$ cat config.mk
export PLATFORM = sky130hd
export DESIGN_NAME = cfg_lut_cell
export DESIGN_NICKNAME = d
export VERILOG_FILES = /design/src/rtl/cfg_lut_cell.sv
export SDC_FILE = /design/constraint.sdc
export NUM_CORES = 1
export LEC_CHECK = 0
export BUFFER_PORTS_ARGS = -buffer_cell sky130_fd_sc_hd__buf_2
export CORE_MARGIN = 5
export CORE_UTILIZATION = 50
export DETAILED_ROUTE_END_ITERATION = 7
export PLACE_DENSITY = 0.81
export SYNTH_ARGS = -nofsm -noshare
export SYNTH_HDL_FRONTEND = slang
export SYNTH_SLANG_ARGS = --single-unit
export TNS_END_PERCENT = 10
$ cat constraint.sdc
create_clock -name clk -period 1.8 [get_ports clk]
set_clock_uncertainty 0.05 [all_clocks]
set_input_delay 0.36 -clock clk [delete_from_list [all_inputs] [get_ports clk]]
set_output_delay 0.36 -clock clk [all_outputs]
set_load 0.01 [all_outputs]
$ cat src/rtl/cfg_lut_cell.sv
// K-input configurable logic cell loaded through a serial configuration chain.
// Define CFG_LUT_PIN_MERGE_EN to add a K-bit pin-merge mask to the chain.
module cfg_lut_cell #(
    parameter int unsigned K = 4
) (
    input  logic         clk,
    input  logic         reset,
    input  logic         cfg_en,
    input  logic         cfg_din,
    output logic         cfg_dout,
    output logic         cfg_done,
    input  logic [K-1:0] in,
    output logic         out
);

    localparam int unsigned TT_N = 2**K;
`ifdef CFG_LUT_PIN_MERGE_EN
    localparam int unsigned L    = TT_N + 1 + K;
`else
    localparam int unsigned L    = TT_N + 1;
`endif
    localparam int unsigned CW   = $clog2(L + 1);

    logic [L-1:0]    sr_q, sr_d;
    logic [CW-1:0]   cnt_q, cnt_d;
    logic            q_q, q_d;

    logic [TT_N-1:0] tt;
    logic [K-1:0]    idx;
    logic            reg_mode;
    logic            active;
    logic            f;

    // Lookup, gating and configuration-chain next state
    always_comb begin
        tt       = sr_q[TT_N-1:0];
        reg_mode = sr_q[TT_N];
        idx      = in;
`ifdef CFG_LUT_PIN_MERGE_EN
        // mask bit 0 has no meaning: in[0] is the merge target itself
        for (int unsigned i = 1; i < K; i++) begin
            if (sr_q[TT_N+1+i]) begin
                idx[i] = in[0];
            end
        end
`endif
        f        = tt[idx];
        cfg_done = (cnt_q == CW'(L));
        active   = cfg_done & ~cfg_en;
        cfg_dout = sr_q[0];

        sr_d  = sr_q;
        cnt_d = cnt_q;
        if (cfg_en) begin
            sr_d = {cfg_din, sr_q[L-1:1]};
            if (!cfg_done) begin
                cnt_d = cnt_q + CW'(1);
            end
        end

        q_d = active & f;
        out = reg_mode ? q_q : (active & f);
    end

    always_ff @(posedge clk or posedge reset) begin
        if (reset) begin
            sr_q  <= '0;
            cnt_q <= '0;
            q_q   <= 1'b0;
        end else begin
            sr_q  <= sr_d;
            cnt_q <= cnt_d;
            q_q   <= q_d;
        end
    end

endmodule

==> results of run 1 <==
==> report_power, final <==
part	total (mW)	switching, mW	internal (mW)
registers	0.887	0.163	0.724
clock network	0.227	0.141	0.0864
logic	0.576	0.178	0.398
total	1.69	0.482	1.21
==> sequential cells by signal (all words and copies together) (netlist names) <==
signal / count
sr_q: 17
cnt_q: 5
q_q: 1
==> cells in the final DEF (no fill, tap or decap) <==
cell and instances:
mux2i_1 1, clkbuf_4 3, mux4_2 5, inv_2 1
xnor2_1 3, buf_4 13, dfrtp_1 23, nand2_1 2
nor3_1 1, a22o_1 1, buf_2 10, nand4_1 2
ha_1 2, inv_1 2, nand4bb_1 1, clkbuf_1 1
nor3b_2 1, mux2_2 18, nor2_1 1
==> stage by stage <==
step                utilization [%]  setup TNS (ns)  setup WS (ns)
finish                        62.18         -0.6174        -0.5998
floorplan                         -         -0.1512        -0.1512
global route                  62.18         -0.8077        -0.6851
detailed placement            60.86         -0.5310        -0.4650
CTS                           62.18         -0.6746        -0.6250
global placement              60.86         -0.4743        -0.4402
==> area by class of cell <==
cell class	instances	area, um^2
fill	158	749.5
inverter	3	11.26
sequential	23	575.6
clock buffer	4	26.28
tap	27	33.78
timing repair buffer	23	147.6
multi-input combinational	38	437.9
==> kinds of logic after synthesis <==
family                     Yosys count  synth area share, %
AOI/OAI and AO/OA                    1               0.8365
and+or+nand+nor                      8                5.017
adders and majority gates            2                2.389
buffers and inverters                5                1.792
xor gates and xnor gates             3                2.509
DFF                                 23                54.96
muxes                               24                32.50
==> metal layers <==
| layer | vias to the layer above | wire length, um | track usage (%) |
|---|---|---|---|
| li1 | 295 | - | - |
| met1 | 321 | 763 | 14.69 |
| met2 | 4 | 860 | 20.10 |
| met3 | 2 | 50 | 3.248 |
| met4 | 0 | 4 | 5.208 |
| met5 | - | 0 | 0 |
==> synth_stat cells, types with 2 or more instances <==
| cell type | n |
|---|---|
| xnor2_1 | 3 |
| nand4_1 | 2 |
| mux4_1 | 4 |
| buf_1 | 2 |
| mux2_2 | 18 |
| inv_1 | 3 |
| nand2_1 | 2 |
| dfrtp_1 | 23 |
| ha_1 | 2 |
==> worst register-to-register path, stage by stage (launching register included) <==
cell and delay [ns]:
dfrtp_1 0.42, mux4_2 0.47, mux4_2 0.49, nor3b_2 0.17
==> what timing repair did <==
| item | 4_1_cts | 5_1_grt |
|---|---|---|
| setup endpoints to repair | 2 | 2 |
| resized for setup | 0 | 1 |
| gates cloned | 0 | 0 |
| setup buffers | 0 | 0 |
| pin swaps | 1 | 0 |
==> final timing paths <==
| check | end | slack [ns] | depth (start not counted) |
|---|---|---|---|
| max in group asynchronous | sr_q[7] | 1.46 | 3 |
| worst min register to register | cnt_q[4] | 0.44 | 1 |
| worst max register to register | q_q | 0.11 | 3 |
| min in group clk | sr_q[16] | 0.24 | 2 |
| worst max-delay path | out | -0.60 | 4 |
| worst min-delay path | cnt_q[0] | 0.01 | 3 |
==> impl_metrics.toml, run 1 <==
[critical_path]
cp-start-kind = "flop"
cpPeakStageDelay_ns = 0.49
path_delay_family = "multiplexers"
arrival_ns = 1.99
cp.required_ns = 1.39
crit_chain = "mux4_2 > mux4_2 > a22o_1 > buf_2"
path_buf_inv = 1
cp_common_cell = "mux4_2"
crit_path_max_fanout = 3
cpMaxStageDelayCell = "mux4_2"
end_kind = "primary output"
critPathKind = "reg2out"
rr_startpoint = "sr_q[15]"
crit_start = "sr_q[15]"

[placement]
dpl-instance-area_um2 = 1206
dp.cells = 114
portBuffers = 10
gp_congestion = 0.7910
dp_hpwl_um = 1278

[drt]
finalWirelength_um = 1679
num_vias = 622
drtAntennaViolNets = 0
first_iter_violations = 5
wire_per_inst_um = 14.23
via_per_inst = 5.271
drc = 0
dr.pass1.iters = 3

[pwr]
power_density_nw_per_um2 = 1371
p_leak_nw = 0.5675
max-vdd-ir-drop_mv = 0.7028
p_total_mw = 1.690

[logic_synthesis]
avgSynthCellArea_um2 = 15.87
synth_ff_type = "dfrtp_1"
yosys.area.top_type = "dfrtp_1"
synth_top_area_share_pct = 54.96
synth_warnings = 0
synth_edf_count = 0
async_flop_share_pct = 100.0
yosys-top-cells-area = "dfrtp_1 (55%), mux2_2 (19%), mux4_1 (10%)"
synth_fp_nets = 76
synth_cells = 66
synth_seq_area_share_pct = 54.96
netlist_area_um2 = 1047
synth_cell_types = 16
synth_seq_cells = 23

[floorplanning]
rows = 16
dieArea_um2 = 3110
io_pins = 11
start_util_pct = 52.84
dieWidth_um = 55.77
core_um2 = 1982
die_h_um = 55.77

[clock_network]
cts_tree = "built"
hold_buffers = 0
clock-sinks = 23
cts_buffers = 3
cts_buffer_depth = 2
root_buffer = "clkbuf_4"
clk_pin_slew_ns = 0.11
htreeDepth = 1
clk_latency_ns = 0.30

[timing]
fmax_ghz = 0.4167
hold_viol = 0
worstMarginPinSlew_ns = 0.2858
slew-limit-headroom_pct = 80.95
setup_viol = 2
final.setup.worst_slack_ns = -0.5998
slew_violations = 0
post-route-period-util_pct = 133.3
period_minus_slack_ns = 2.400
grt_setup_unrepaired = "yes"
hold-worst-slack_ns = 0.01464

[global_route]
first_global_vias = 671
grt_overflow = 0
grt.total_usage_pct = 12.10
grt_pass1_wl_um = 2939
grt_max_degree = 24
antenna_found_initial = 0

[run_status]
outcome = "finished, violations left"
violations = "setup timing"

[finish]
drive_gt1_share_pct = 56.04
final_nets = 102
n_antenna_cell = 0
fin_area_um2 = 1232
instances_no_fill = 118
area_delta_synth_final_pct = 17.68

[job]
max_cap_viol_count = 0

[worst_hold_path]
hold_class = "in2async"
No activity file was read; power rests on OpenSTA's default activity.
==> run 2, diff against run 1 <==
--- a/config.mk
+++ b/config.mk
@@ -9,6 +9,7 @@
 export CORE_MARGIN = 5
 export CORE_UTILIZATION = 50
 export DETAILED_ROUTE_END_ITERATION = 7
+export GPL_TIMING_DRIVEN = 1
 export PLACE_DENSITY = 0.81
 export SYNTH_ARGS = -nofsm -noshare
 export SYNTH_HDL_FRONTEND = slang
==> constraint.sdc (replaced) <==
create_clock -name clk -period 1.8 [get_ports clk]
set_clock_uncertainty 0.05 [all_clocks]
set_input_delay 0.18 -clock clk [delete_from_list [all_inputs] [get_ports clk]]
set_output_delay 0.18 -clock clk [all_outputs]
set_load 0.01 [all_outputs]
==> run 2 against run 1 <==
Compared with the run above:
- the run still ends with setup timing left
- critical path depth is the same
- global-route usage increased by 0.97 points
- largest power group unchanged
- fmax up 7.1%
- routed wire length rose by 6.3%
- total power is 2.9% higher
- highest routed layer unchanged
- sequential share of layout area decreased by 0.70 points
- critical path type unchanged
- cell count rose by 0.85%
- worst hold slack improved by 0.044 ns
- flip-flop and latch count unchanged
- sequential power is 1% lower
- register-to-register slack worse by 0.02 ns
==> impl_metrics.toml, run 2 (same netlist as run 1, synthesis figures left out) <==
[floorplanning]
rows = 16
start_util_pct = 52.84
die_h_um = 55.77
core_um2 = 1982
io_pins = 11
dieArea_um2 = 3110
dieWidth_um = 55.77

[clock_network]
clk_latency_ns = 0.31
cts_tree = "built"
cts_buffer_depth = 2
cts_buffers = 3
clock-sinks = 23
clk_pin_slew_ns = 0.13
htreeDepth = 1
root_buffer = "clkbuf_4"

[critical_path]
arrival_ns = 2.01
critPathKind = "reg2out"
cpPeakStageDelay_ns = 0.49
cp-start-kind = "flop"
rr_startpoint = "sr_q[13]"
crit_path_max_fanout = 2
crit_start = "sr_q[13]"
end_kind = "primary output"
cp.required_ns = 1.57
crit_chain = "mux4_2 > mux4_2 > a22o_1 > buf_2"
cpMaxStageDelayCell = "mux4_2"
cp_common_cell = "mux4_2"
path_buf_inv = 1
path_delay_family = "multiplexers"

[global_route]
grt.total_usage_pct = 13.07
grt_max_degree = 24
antenna_found_initial = 0
grt_overflow = 0
first_global_vias = 695
grt_pass1_wl_um = 3174

[timing]
post-route-period-util_pct = 124.4
slew-limit-headroom_pct = 80.85
totalNegativeSetupSlack_ns = -0.4399
period_minus_slack_ns = 2.240
grt_setup_unrepaired = "yes"
fmax_ghz = 0.4465
slew_violations = 0
worstMarginPinSlew_ns = 0.2873
final.setup.worst_slack_ns = -0.4399
setup_viol = 1
hold_viol = 0

[job]
max_cap_viol_count = 0

[run_status]
outcome = "finished, violations left"
violations = "setup timing"

[finish]
reg_top3 = "sr_q (17), cnt_q (5), q_q (1)"
instances_no_fill = 119
final_nets = 103
drive_gt1_share_pct = 53.26
n_antenna_cell = 0
final_core_util_pct = 63.13
area_delta_synth_final_pct = 19.47
fin_area_um2 = 1251
largest_reg_flops = 17
largest-register = "sr_q"
final_common_cell = "dfrtp_1"
layout_common_cells = "dfrtp_1 (23), mux2_2 (18), buf_4 (13), buf_2 (10)"

[drt]
via_per_inst = 5.235
dr.pass1.iters = 4
drtAntennaViolNets = 0
first_iter_violations = 10
finalWirelength_um = 1784
wire_per_inst_um = 14.99
drc = 0
num_vias = 623

[placement]
portBuffers = 10
gp_congestion = 0.8010
dpl-instance-area_um2 = 1214
dp.cells = 113

[pwr]
max-vdd-ir-drop_mv = 0.9272
p_leak_nw = 0.5858
power_density_nw_per_um2 = 1390

[worst_hold_path]
hold_class = "in2reg"
hold_path.startpoint = "cfg_din"
## run 2: changes by cell type in the layout (fill, tap and decap cells not counted), sizes merged
cell         delta
clkinv          +1
clkbuf          -1
dlygate4sd3     +1
## run 2: layout make-up
| cell class | count | area [um^2] |
|---|---|---|
| repair buffers | 24 | 157.7 |
| inverters | 3 | 11.26 |
| multi-input cells | 38 | 445.4 |
| clock inverters | 1 | 5.005 |
| fillers | 156 | 730.7 |
| well taps | 27 | 33.78 |
| clock buffers | 3 | 22.52 |
| flip-flops and latches | 23 | 575.6 |
## run 2: worst reg2reg max path, cell delays in order (launching register included)
cell,delay [ns]
dfrtp_1,0.43
mux4_2,0.49
mux4_2,0.47
nor3b_2,0.17
## run 2: worst paths after layout
path                                 end  slack, ns  cells after the start
worst min-delay path            sr_q[16]       0.06                      2
worst max-delay path                 out      -0.44                      4
min in group asynchronous        sr_q[8]       0.38                      4
max in group asynchronous       cnt_q[4]       1.09                      4
worst min register to register  cnt_q[4]       0.44                      1
worst max register to register       q_q       0.09                      3
## run 2: power by group
part           switching, mW  internal (mW)  total (mW)
logic                  0.204          0.426       0.629
registers              0.154          0.724       0.878
clock network          0.149         0.0828       0.232
total                  0.508           1.23        1.74
## run 2: routing by layer
layer  wire length, um  GRT usage [%]  part of all wire [%]
met1               733          16.57                    41
met2               960          21.28                    54
met3                76          2.552                   4.3
met4                12          6.250                  0.67
met5                 0              0                     0
## run 2: stage by stage
step,setup slack (ns),power [mW],hold slack [ns]
6_report,-0.4399,1.740,0.05845
5_1_grt,-0.5093,1.869,0.04299
4_1_cts,-0.4502,1.772,0.04734
3_5_place_dp,-0.1237,1.518,0.1872
3_3_place_gp,-0.07390,1.460,0.1806
2_1_floorplan,0.01589,1.206,0.1319
## run 2: what timing repair did
| item | in CTS | in global routing |
|---|---|---|
| gates cloned | 0 | 0 |
| endpoints found under the setup margin | 1 | 1 |
| buffers inserted | 1 | 0 |
| hold buffers | 1 | 0 |
| resized for setup | 2 | 0 |
| hold endpoints to repair | 23 | 0 |
==> run 3, diff against run 2 <==
==> constraint.sdc (replaced) <==
create_clock -name clk -period 1.8 [get_ports clk]
set_clock_uncertainty 0.05 [all_clocks]
set_input_delay 0.45 -clock clk [delete_from_list [all_inputs] [get_ports clk]]
set_output_delay 0.45 -clock clk [all_outputs]
set_load 0.01 [all_outputs]
==> run 3 against run 2 <==
Compared with the run above:
- the flow still finishes with violations (setup timing)
- critical path depth stayed put
- first-iteration DRC count is 10% lower
- sequential power is 0.7% higher
- critical path type unchanged
- largest cell class unchanged
==> impl_metrics.toml, run 3 (same netlist as run 1, synthesis figures left out) <==
[finish]
n_antenna_cell = 0
drive_gt1_share_pct = 57.14
layout_common_cells = "dfrtp_1 (23), mux2_2 (18), buf_4 (13), buf_2 (10), mux4_2 (5)"
reg_top3 = "sr_q (17), cnt_q (5), q_q (1)"
largest-register = "sr_q"
area_delta_synth_final_pct = 17.80
final_nets = 102
instances_no_fill = 118
final_core_util_pct = 62.25
final_common_cell = "dfrtp_1"
largest_reg_flops = 17

[placement]
gp_congestion = 0.7876
dp.cells = 114
dp_hpwl_um = 1256
portBuffers = 10

[drt]
dr.pass1.iters = 2
wire_per_inst_um = 14.31
drc = 0
num_vias = 622
drtAntennaViolNets = 0
first_iter_violations = 9
finalWirelength_um = 1688
via_per_inst = 5.271

[critical_path]
cp-start-kind = "flop"
arrival_ns = 2.01
critPathKind = "reg2out"
reg2regPathDepth = 3
rrSetupSlack_ns = 0.10
r2r_end = "q_q"
crit_start = "sr_q[15]"
crit_path_max_fanout = 3
rr_startpoint = "sr_q[15]"
cp.required_ns = 1.30
end_kind = "primary output"

[floorplanning]
start_util_pct = 52.84
rows = 16
core_um2 = 1982
dieWidth_um = 55.77
dieArea_um2 = 3110
io_pins = 11
die_h_um = 55.77

[clock_network]
cts_buffer_depth = 2
cts_setup_buffers = 0
cts_tree = "built"
clk_latency_ns = 0.32
clock-sinks = 23
clk_pin_slew_ns = 0.13
root_buffer = "clkbuf_4"
cts_buffers = 3
htreeDepth = 1
hold_buffers = 0

[global_route]
first_global_vias = 688
grt_max_degree = 24
grt_overflow = 0
antenna_found_initial = 0
grt.total_usage_pct = 12.41
grt_pass1_wl_um = 3070

[timing]
fmax_ghz = 0.3991
post-route-period-util_pct = 139.2
slew-limit-headroom_pct = 81.04
grt_setup_unrepaired = "yes"
hold_viol = 0
final.setup.worst_slack_ns = -0.7056
slew_violations = 0
period_minus_slack_ns = 2.506
worstMarginPinSlew_ns = 0.2844
totalNegativeSetupSlack_ns = -0.8482
setup_viol = 2

[job]
max_cap_viol_count = 0

[pwr]
p_total_mw = 1.709
p_leak_nw = 0.5703
max-vdd-ir-drop_mv = 0.7922
power_density_nw_per_um2 = 1385

[worst_hold_path]
hold_class = "in2async"

[run_status]
outcome = "finished, violations left"
violations = "setup timing"
## run 3: critical path, cell delays in order, from the launching register on
cell and delay [ns]:
dfrtp_1 0.43, mux4_2 0.46, mux4_2 0.49, a22o_1 0.19
buf_2 0.13
## run 3: layout make-up
class	count	area, um^2
fill	145	748.2
sequential	23	575.6
multi-input combinational	38	437.9
timing repair buffer	23	147.6
tap	27	33.78
clock buffer	3	22.52
inverter	3	11.26
clock inverter	1	5.005
## run 3: stage by stage
step                setup slack [ns]  area (um^2)  hold slack (ns)
floorplan                    -0.3189         1032           0.3964
global placement             -0.6197         1206           0.4178
detailed placement           -0.6403         1206           0.4205
CTS                          -0.7184         1234          0.09345
global route                 -0.7942         1234           0.1300
finish                       -0.7056         1234          0.08659
## run 3: worst max path at each step
stage / to / slack, ns
after floorplan: out / -0.32
after global placement: out / -0.62
after detailed placement: out / -0.64
after CTS: out / -0.72
after global routing: out / -0.79
final: out / -0.71
## run 3: metal layers
metal | share of wire, % | vias up | track usage [%]
li1 | - | 295 | -
met1 | 48 | 316 | 17.41
met2 | 48 | 9 | 17.74
met3 | 3.4 | 2 | 3.016
met4 | 1.1 | 0 | 6.250
met5 | 0 | - | 0
## run 3: where the power goes
group,internal (mW),total (mW),switching (mW),leakage (nW)
registers,0.724,0.884,0.161,0.276
logic,0.399,0.580,0.181,0.276
clock network,0.0831,0.244,0.161,0.0177
total,1.21,1.71,0.503,0.570
## run 3: timing repair
item / in CTS / in global routing
hold endpoints to repair: 0 / 0
pin swaps: 1 / 0
gates cloned: 0 / 0
endpoints found under the setup margin: 2 / 2
resized for setup: 0 / 1
